**src/rtl/i2c_pkg.sv**
```systemverilog
// Shared types and constants for the I2C command sequencer.
// Command word packs addr, rw, data from MSB to LSB.
package i2c_pkg;

    localparam int CMD_W = 16;

    localparam logic [1:0] ST_OK      = 2'd0;
    localparam logic [1:0] ST_NACK    = 2'd1;
    localparam logic [1:0] ST_TIMEOUT = 2'd2;

    typedef enum logic [1:0] {
        S_IDLE,
        S_ISSUE,
        S_WAIT_DONE,
        S_RESP
    } state_t;

    typedef struct packed {
        logic [6:0] addr;
        logic       rw;
        logic [7:0] data;
    } cmd_t;

endpackage

```
**src/rtl/i2c_cmd_fifo.sv**
```systemverilog
// Synchronous command FIFO with natural-wrap pointers
// and an extra count bit to tell full from empty.
module i2c_cmd_fifo #(
    parameter int DEPTH = 4,
    parameter int W     = 16
) (
    input  logic         clk,
    input  logic         rst,
    input  logic         push,
    input  logic         pop,
    input  logic [W-1:0] din,
    output logic [W-1:0] dout,
    output logic         full,
    output logic         empty
);

    localparam int AW = $clog2(DEPTH);

    logic [W-1:0]  mem_q [DEPTH];
    logic [AW-1:0] wr_ptr_q, wr_ptr_d;
    logic [AW-1:0] rd_ptr_q, rd_ptr_d;
    logic [AW:0]   count_q, count_d;
    logic          do_push, do_pop;

    assign full    = (count_q == (AW+1)'(DEPTH));
    assign empty   = (count_q == '0);
    assign do_push = push && !full;
    assign do_pop  = pop && !empty;
    assign dout    = mem_q[rd_ptr_q];

    always_comb begin
        wr_ptr_d = wr_ptr_q;
        rd_ptr_d = rd_ptr_q;
        count_d  = count_q;
        if (do_push) begin
            wr_ptr_d = wr_ptr_q + AW'(1);
        end
        if (do_pop) begin
            rd_ptr_d = rd_ptr_q + AW'(1);
        end
        if (do_push && !do_pop) begin
            count_d = count_q + (AW+1)'(1);
        end else if (do_pop && !do_push) begin
            count_d = count_q - (AW+1)'(1);
        end
    end

    always_ff @(posedge clk or posedge rst) begin
        if (rst) begin
            wr_ptr_q <= '0;
            rd_ptr_q <= '0;
            count_q  <= '0;
        end else begin
            wr_ptr_q <= wr_ptr_d;
            rd_ptr_q <= rd_ptr_d;
            count_q  <= count_d;
        end
    end

    // Storage needs no reset; count gates every read.
    always_ff @(posedge clk) begin
        if (do_push) begin
            mem_q[wr_ptr_q] <= din;
        end
    end

endmodule

```
**src/rtl/i2c_cmd_sequencer.sv**
```systemverilog
// Queues host commands and drives them one at a time into the
// single-byte I2C master, with NACK retry and a done timeout.
module i2c_cmd_sequencer
    import i2c_pkg::*;
#(
    parameter int DEPTH     = 4,
    parameter int MAX_RETRY = 2,
    parameter int TIMEOUT   = 1024
) (
    input  logic       clk,
    input  logic       rst,
    input  logic       i_cmd_valid,
    output logic       o_cmd_ready,
    input  logic [6:0] i_cmd_addr,
    input  logic       i_cmd_rw,
    input  logic [7:0] i_cmd_data,
    output logic       o_rsp_valid,
    input  logic       i_rsp_ready,
    output logic [7:0] o_rsp_data,
    output logic [1:0] o_rsp_status,
    output logic [6:0] o_Slave_Add,
    output logic       o_RW,
    output logic [7:0] o_DATA,
    output logic       o_start,
    input  logic       i_busy,
    input  logic       i_done,
    input  logic       i_ack_ok,
    input  logic [7:0] i_rd_data
);

    localparam int RTW = (MAX_RETRY < 1) ? 1 : $clog2(MAX_RETRY + 1);
    localparam int TW  = $clog2(TIMEOUT) + 1;

    state_t           state_q, state_d;
    cmd_t             cmd_q, cmd_d;
    logic [RTW-1:0]   retry_q, retry_d;
    logic [TW-1:0]    tmo_q, tmo_d;
    logic [7:0]       rsp_data_q, rsp_data_d;
    logic [1:0]       rsp_status_q, rsp_status_d;
    logic             start_q, start_d;

    logic [CMD_W-1:0] fifo_din, fifo_dout;
    logic             fifo_full, fifo_empty, fifo_pop;

    assign fifo_din = {i_cmd_addr, i_cmd_rw, i_cmd_data};

    i2c_cmd_fifo #(
        .DEPTH (DEPTH),
        .W     (CMD_W)
    ) u_fifo (
        .clk   (clk),
        .rst   (rst),
        .push  (i_cmd_valid),
        .pop   (fifo_pop),
        .din   (fifo_din),
        .dout  (fifo_dout),
        .full  (fifo_full),
        .empty (fifo_empty)
    );

    assign o_cmd_ready  = !fifo_full;
    assign o_rsp_valid  = (state_q == S_RESP);
    assign o_rsp_data   = rsp_data_q;
    assign o_rsp_status = rsp_status_q;
    assign o_Slave_Add  = cmd_q.addr;
    assign o_RW         = cmd_q.rw;
    assign o_DATA       = cmd_q.data;
    assign o_start      = start_q;

    always_comb begin
        state_d      = state_q;
        cmd_d        = cmd_q;
        retry_d      = retry_q;
        tmo_d        = tmo_q;
        rsp_data_d   = rsp_data_q;
        rsp_status_d = rsp_status_q;
        start_d      = 1'b0;
        fifo_pop     = 1'b0;
        unique case (state_q)
            S_IDLE: begin
                if (!fifo_empty) begin
                    cmd_d    = cmd_t'(fifo_dout);
                    fifo_pop = 1'b1;
                    retry_d  = '0;
                    state_d  = S_ISSUE;
                end
            end
            S_ISSUE: begin
                // Busy only counts as acceptance once start was visible.
                start_d = !i_busy;
                if (start_q && i_busy) begin
                    start_d = 1'b0;
                    tmo_d   = '0;
                    state_d = S_WAIT_DONE;
                end
            end
            S_WAIT_DONE: begin
                tmo_d = tmo_q + TW'(1);
                if (i_done) begin
                    if (i_ack_ok) begin
                        rsp_status_d = ST_OK;
                        rsp_data_d   = cmd_q.rw ? i_rd_data : 8'h00;
                        state_d      = S_RESP;
                    end else if (retry_q < RTW'(MAX_RETRY)) begin
                        retry_d = retry_q + RTW'(1);
                        state_d = S_ISSUE;
                    end else begin
                        rsp_status_d = ST_NACK;
                        rsp_data_d   = 8'h00;
                        state_d      = S_RESP;
                    end
                end else if (tmo_q == TW'(TIMEOUT - 1)) begin
                    rsp_status_d = ST_TIMEOUT;
                    rsp_data_d   = 8'h00;
                    state_d      = S_RESP;
                end
            end
            S_RESP: begin
                if (i_rsp_ready) begin
                    state_d = S_IDLE;
                end
            end
            default: begin
                state_d = S_IDLE;
            end
        endcase
    end

    always_ff @(posedge clk or posedge rst) begin
        if (rst) begin
            state_q      <= S_IDLE;
            cmd_q        <= '0;
            retry_q      <= '0;
            tmo_q        <= '0;
            rsp_data_q   <= '0;
            rsp_status_q <= ST_OK;
            start_q      <= 1'b0;
        end else begin
            state_q      <= state_d;
            cmd_q        <= cmd_d;
            retry_q      <= retry_d;
            tmo_q        <= tmo_d;
            rsp_data_q   <= rsp_data_d;
            rsp_status_q <= rsp_status_d;
            start_q      <= start_d;
        end
    end

endmodule

```
**config.mk**
```make
export PLATFORM = sky130hd
export DESIGN_NAME = i2c_cmd_sequencer
export DESIGN_NICKNAME = d
export VERILOG_FILES = /design/src/rtl/i2c_pkg.sv /design/src/rtl/i2c_cmd_fifo.sv /design/src/rtl/i2c_cmd_sequencer.sv
export SDC_FILE = /design/constraint.sdc
export NUM_CORES = 1
export LEC_CHECK = 0
export CAP_MARGIN = 20
export CELL_PAD_IN_SITES_DETAIL_PLACEMENT = 0
export CELL_PAD_IN_SITES_GLOBAL_PLACEMENT = 1
export CORE_MARGIN = 1.5
export CORE_UTILIZATION = 46
export DETAILED_ROUTE_END_ITERATION = 12
export GPL_ROUTABILITY_DRIVEN = 0
export PLACE_DENSITY_LB_ADDON = 0.1
export SYNTH_ARGS = -nofsm -noshare
export SYNTH_HDL_FRONTEND = slang
export SYNTH_HIERARCHICAL = 1
export SYNTH_SLANG_ARGS = --single-unit
```
**constraint.sdc**
```tcl
create_clock -name clk -period 3.2 [get_ports clk]
set_clock_uncertainty 0.2 [all_clocks]
set_input_delay 0.64 -clock clk [delete_from_list [all_inputs] [get_ports clk]]
set_output_delay 0.64 -clock clk [all_outputs]
set_load 0.005 [all_outputs]
```
==> results_dict.tcl <==
set metrics [dict create \
    powerDensity_nw_per_um2 895 \
    cpMaxStageDelayCell "dfrtp_1" \
    final_cell_area_sq_um 6080 \
    crit_type "register to output port" \
    ir_worst_vdd_mv 0.468 \
    ys_ff_latch 113 \
    diodes 0 \
    rrSetupSlack_ns 0.65 \
    ys.flop_type "edfxtp_1" \
    clock_latency_ns 0.51 \
    coreArea_sq_um 10300 \
    synth_warnings 6 \
    synth_area_leader_cell "edfxtp_1" \
    tightest_slew_ns 0.760 \
    fmax_ghz 0.386 \
    arrival_ns 1.75 \
    grt_pass1_wl_microns 15400 \
    cts-root-buf "clkbuf_8" \
    required_ns 2.36 \
    synth_area_sq_um 4850 \
    grt_max_degree 43 \
    final-max-slew-violation-count 0 \
    cpPeakStageDelay_ns 0.56 \
    fin_crit_sh_pct 81.0 \
    antenna_found_initial 0 \
    synth_area_leaders "edfxtp_1 (40%), dfrtp_1 (25%), mux4_1 (4.3%), mux2_2 (3.9%), mux4_2 (3.7%)" \
    reg2reg_depth 8 \
    relSlewSlack_pct 49.3 \
    regToRegEndpoint "u_fifo/count_q[2]" \
    synth.avg_cell_area_sq_um 15.5 \
    async_flop_share_pct 43.4 \
    fillers 835 \
    report.final.hold_viol_count 0 \
    period_needed_ns 2.59 \
    numCtsBuffers 17 \
    die_area_sq_um 11200 \
    critPathBufInv 1 \
    drive_gt1_share_pct 18.5 \
    dpl_cell_area_sq_um 5530 \
    end_kind "output port" \
    cts_resized 0 \
    cts.sinks 113 \
    start_util_pct 47.2 \
    post_drt_wl_per_cell_microns 17.9 \
    setup_viol 0 \
    rsz0062_at_grt "false" \
    netlist.area_leader.share_pct 39.6 \
    clockBufferDepth 2 \
    ioPinCount 60 \
    worstPathMaxFanout 11 \
    gr-total-overflow 0 \
    cts_tree "built" \
    maxCapViolCount 0 \
    clk_pin_slew_ns 0.06 \
    status "finished clean" \
    drtIter0Drc 126 \
    layout_setup_ws_ns 0.609 \
    viasPerCell 5.42 \
    reg2reg_from "u_fifo/count_q[0]" \
    startpoint_type "register" \
    vias 2849 \
    p_total_mw 5.44 \
    track_usage_pct 18.5 \
    p_leak_nw 2.21 \
    crit_chain "and2_1 -> clkdlybuf4s50_1" \
    fin_setup_tns_ns 0 \
    routed_wl_microns 9410 \
    nNetsFinal 415 \
    drtPass1Iterations 4 \
    cts-hold-fix-buffers 0 \
    numPortBuffers 59 \
    hold_class "primary input to asynchronous set/reset pin" \
    dp_slack_ns 0.374 \
    crit_family "flip-flops" \
    area_growth_pct 25.4 \
    post-cts-setup-buffers 0 \
    synth_nets 351 \
    postSynthCellCount 313 \
    yosysSeqAreaShare_pct 64.9 \
    dp_hpwl_microns 5790 \
    drcViolationCount 0 \
    antenna_left 0 \
    die_w_microns 106 \
    row_count 37 \
    synth.distinct_cells 48 \
    grt_pass1_vias 2908 \
    htree_levels 4 \
    synth_edf_count 64 \
    dieHeight_microns 106 \
]
==> worst max path at each step <==
stage | from | to | slack, ns | cells after the start
final | state_q[1] | o_rsp_valid | 0.61 | 2
after global routing | u_fifo/count_q[0] | u_fifo/count_q[2] | 0.44 | 8
after CTS | state_q[1] | o_rsp_valid | 0.58 | 2
after detailed placement | i_cmd_valid | u_fifo/count_q[2] | 0.37 | 8
after global placement | i_cmd_valid | u_fifo/count_q[2] | 0.48 | 8
after floorplan | u_fifo/count_q[0] | u_fifo/count_q[2] | 0.70 | 10
==> placed cells by master (no fill, tap or decap), types with 4 or more instances in the layout <==
cell type	n
clkbuf_16	16
nor2b_1	11
nand3_1	24
mux2i_1	7
mux2_2	17
o21ai_0	14
ha_1	6
nand2_1	13
clkinv_4	4
o41ai_1	10
and2_2	4
mux4_2	8
dfrtp_1	49
nand2b_1	6
inv_1	8
xnor2_1	4
buf_4	6
edfxtp_1	64
mux4_1	8
clkdlybuf4s50_1	59
nor4_1	4
inv_6	4
==> flip-flops by register name, summed over array words and instances, names as in the netlist <==
name and flops:
u_fifo/mem_q 64, o_Slave_Add 7, state_q 2, o_DATA 8, u_fifo/wr_ptr_q 2, o_rsp_status 2, u_fifo/count_q 3, retry_q 2
o_start 1, o_RW 1, o_rsp_data 8, tmo_q 11, u_fifo/rd_ptr_q 2
==> stage by stage <==
step,cells,utilization [%],hold slack (ns)
after global placement,494,53.8,0.267
final,526,59.2,0.212
after global routing,526,59.2,0.226
after CTS,526,59.2,0.206
after detailed placement,494,53.8,0.280
after floorplan,313,-,0.243
==> report_power, final <==
part | total, mW | internal, mW | switching [mW]
sequential | 2.24 | 1.96 | 0.286
combinational | 1.47 | 0.859 | 0.610
clock | 1.73 | 1.04 | 0.693
==> per-layer routing <==
metal | wire length [microns] | vias up | global-route usage (%)
li1 | - | 1333 | -
met1 | 4200 | 1450 | 23.3
met2 | 4780 | 53 | 30.3
met3 | 304 | 13 | 5.50
met4 | 119 | 0 | 7.24
met5 | 0 | - | 0
==> logic make-up (layout without fill, tap and decap cells) <==
kind of cell	count (synthesis)	count (layout)	synth area share, %
multiplexers	41	41	13.7
flip-flops	113	113	64.9
adder cells (fa/ha/maj)	7	7	1.96
AND/OR/NAND/NOR	81	81	9.93
buffers and inverters	29	106	3.30
AO/OA/AOI/OAI	35	35	4.90
XOR/XNOR	7	7	1.26
==> final cells by class <==
cell class / instances / area [sq um] / area share, %
Clock buffer: 18 / 418 / 6.87
Clock inverter: 14 / 133 / 2.18
Inverter: 9 / 33.8 / 0.556
Multi-Input combinational cell: 171 / 1540 / 25.4
Sequential cell: 113 / 3150 / 51.8
Tap cell: 136 / 170 / 2.80
Timing Repair Buffer: 65 / 636 / 10.5
==> cell usage after synthesis (6+ instances only) <==
library cell  count
buf_2             7
clkbuf_1          6
dfrtp_1          49
edfxtp_1         64
ha_1              6
inv_1             9
mux2_2           17
mux2i_1           7
mux4_1            8
mux4_2            8
nand2_1          13
nand2b_1          6
nand3_1          24
nor2b_1          11
o21ai_0          14
o41ai_1          10
Power figures use the tool's default switching activity.
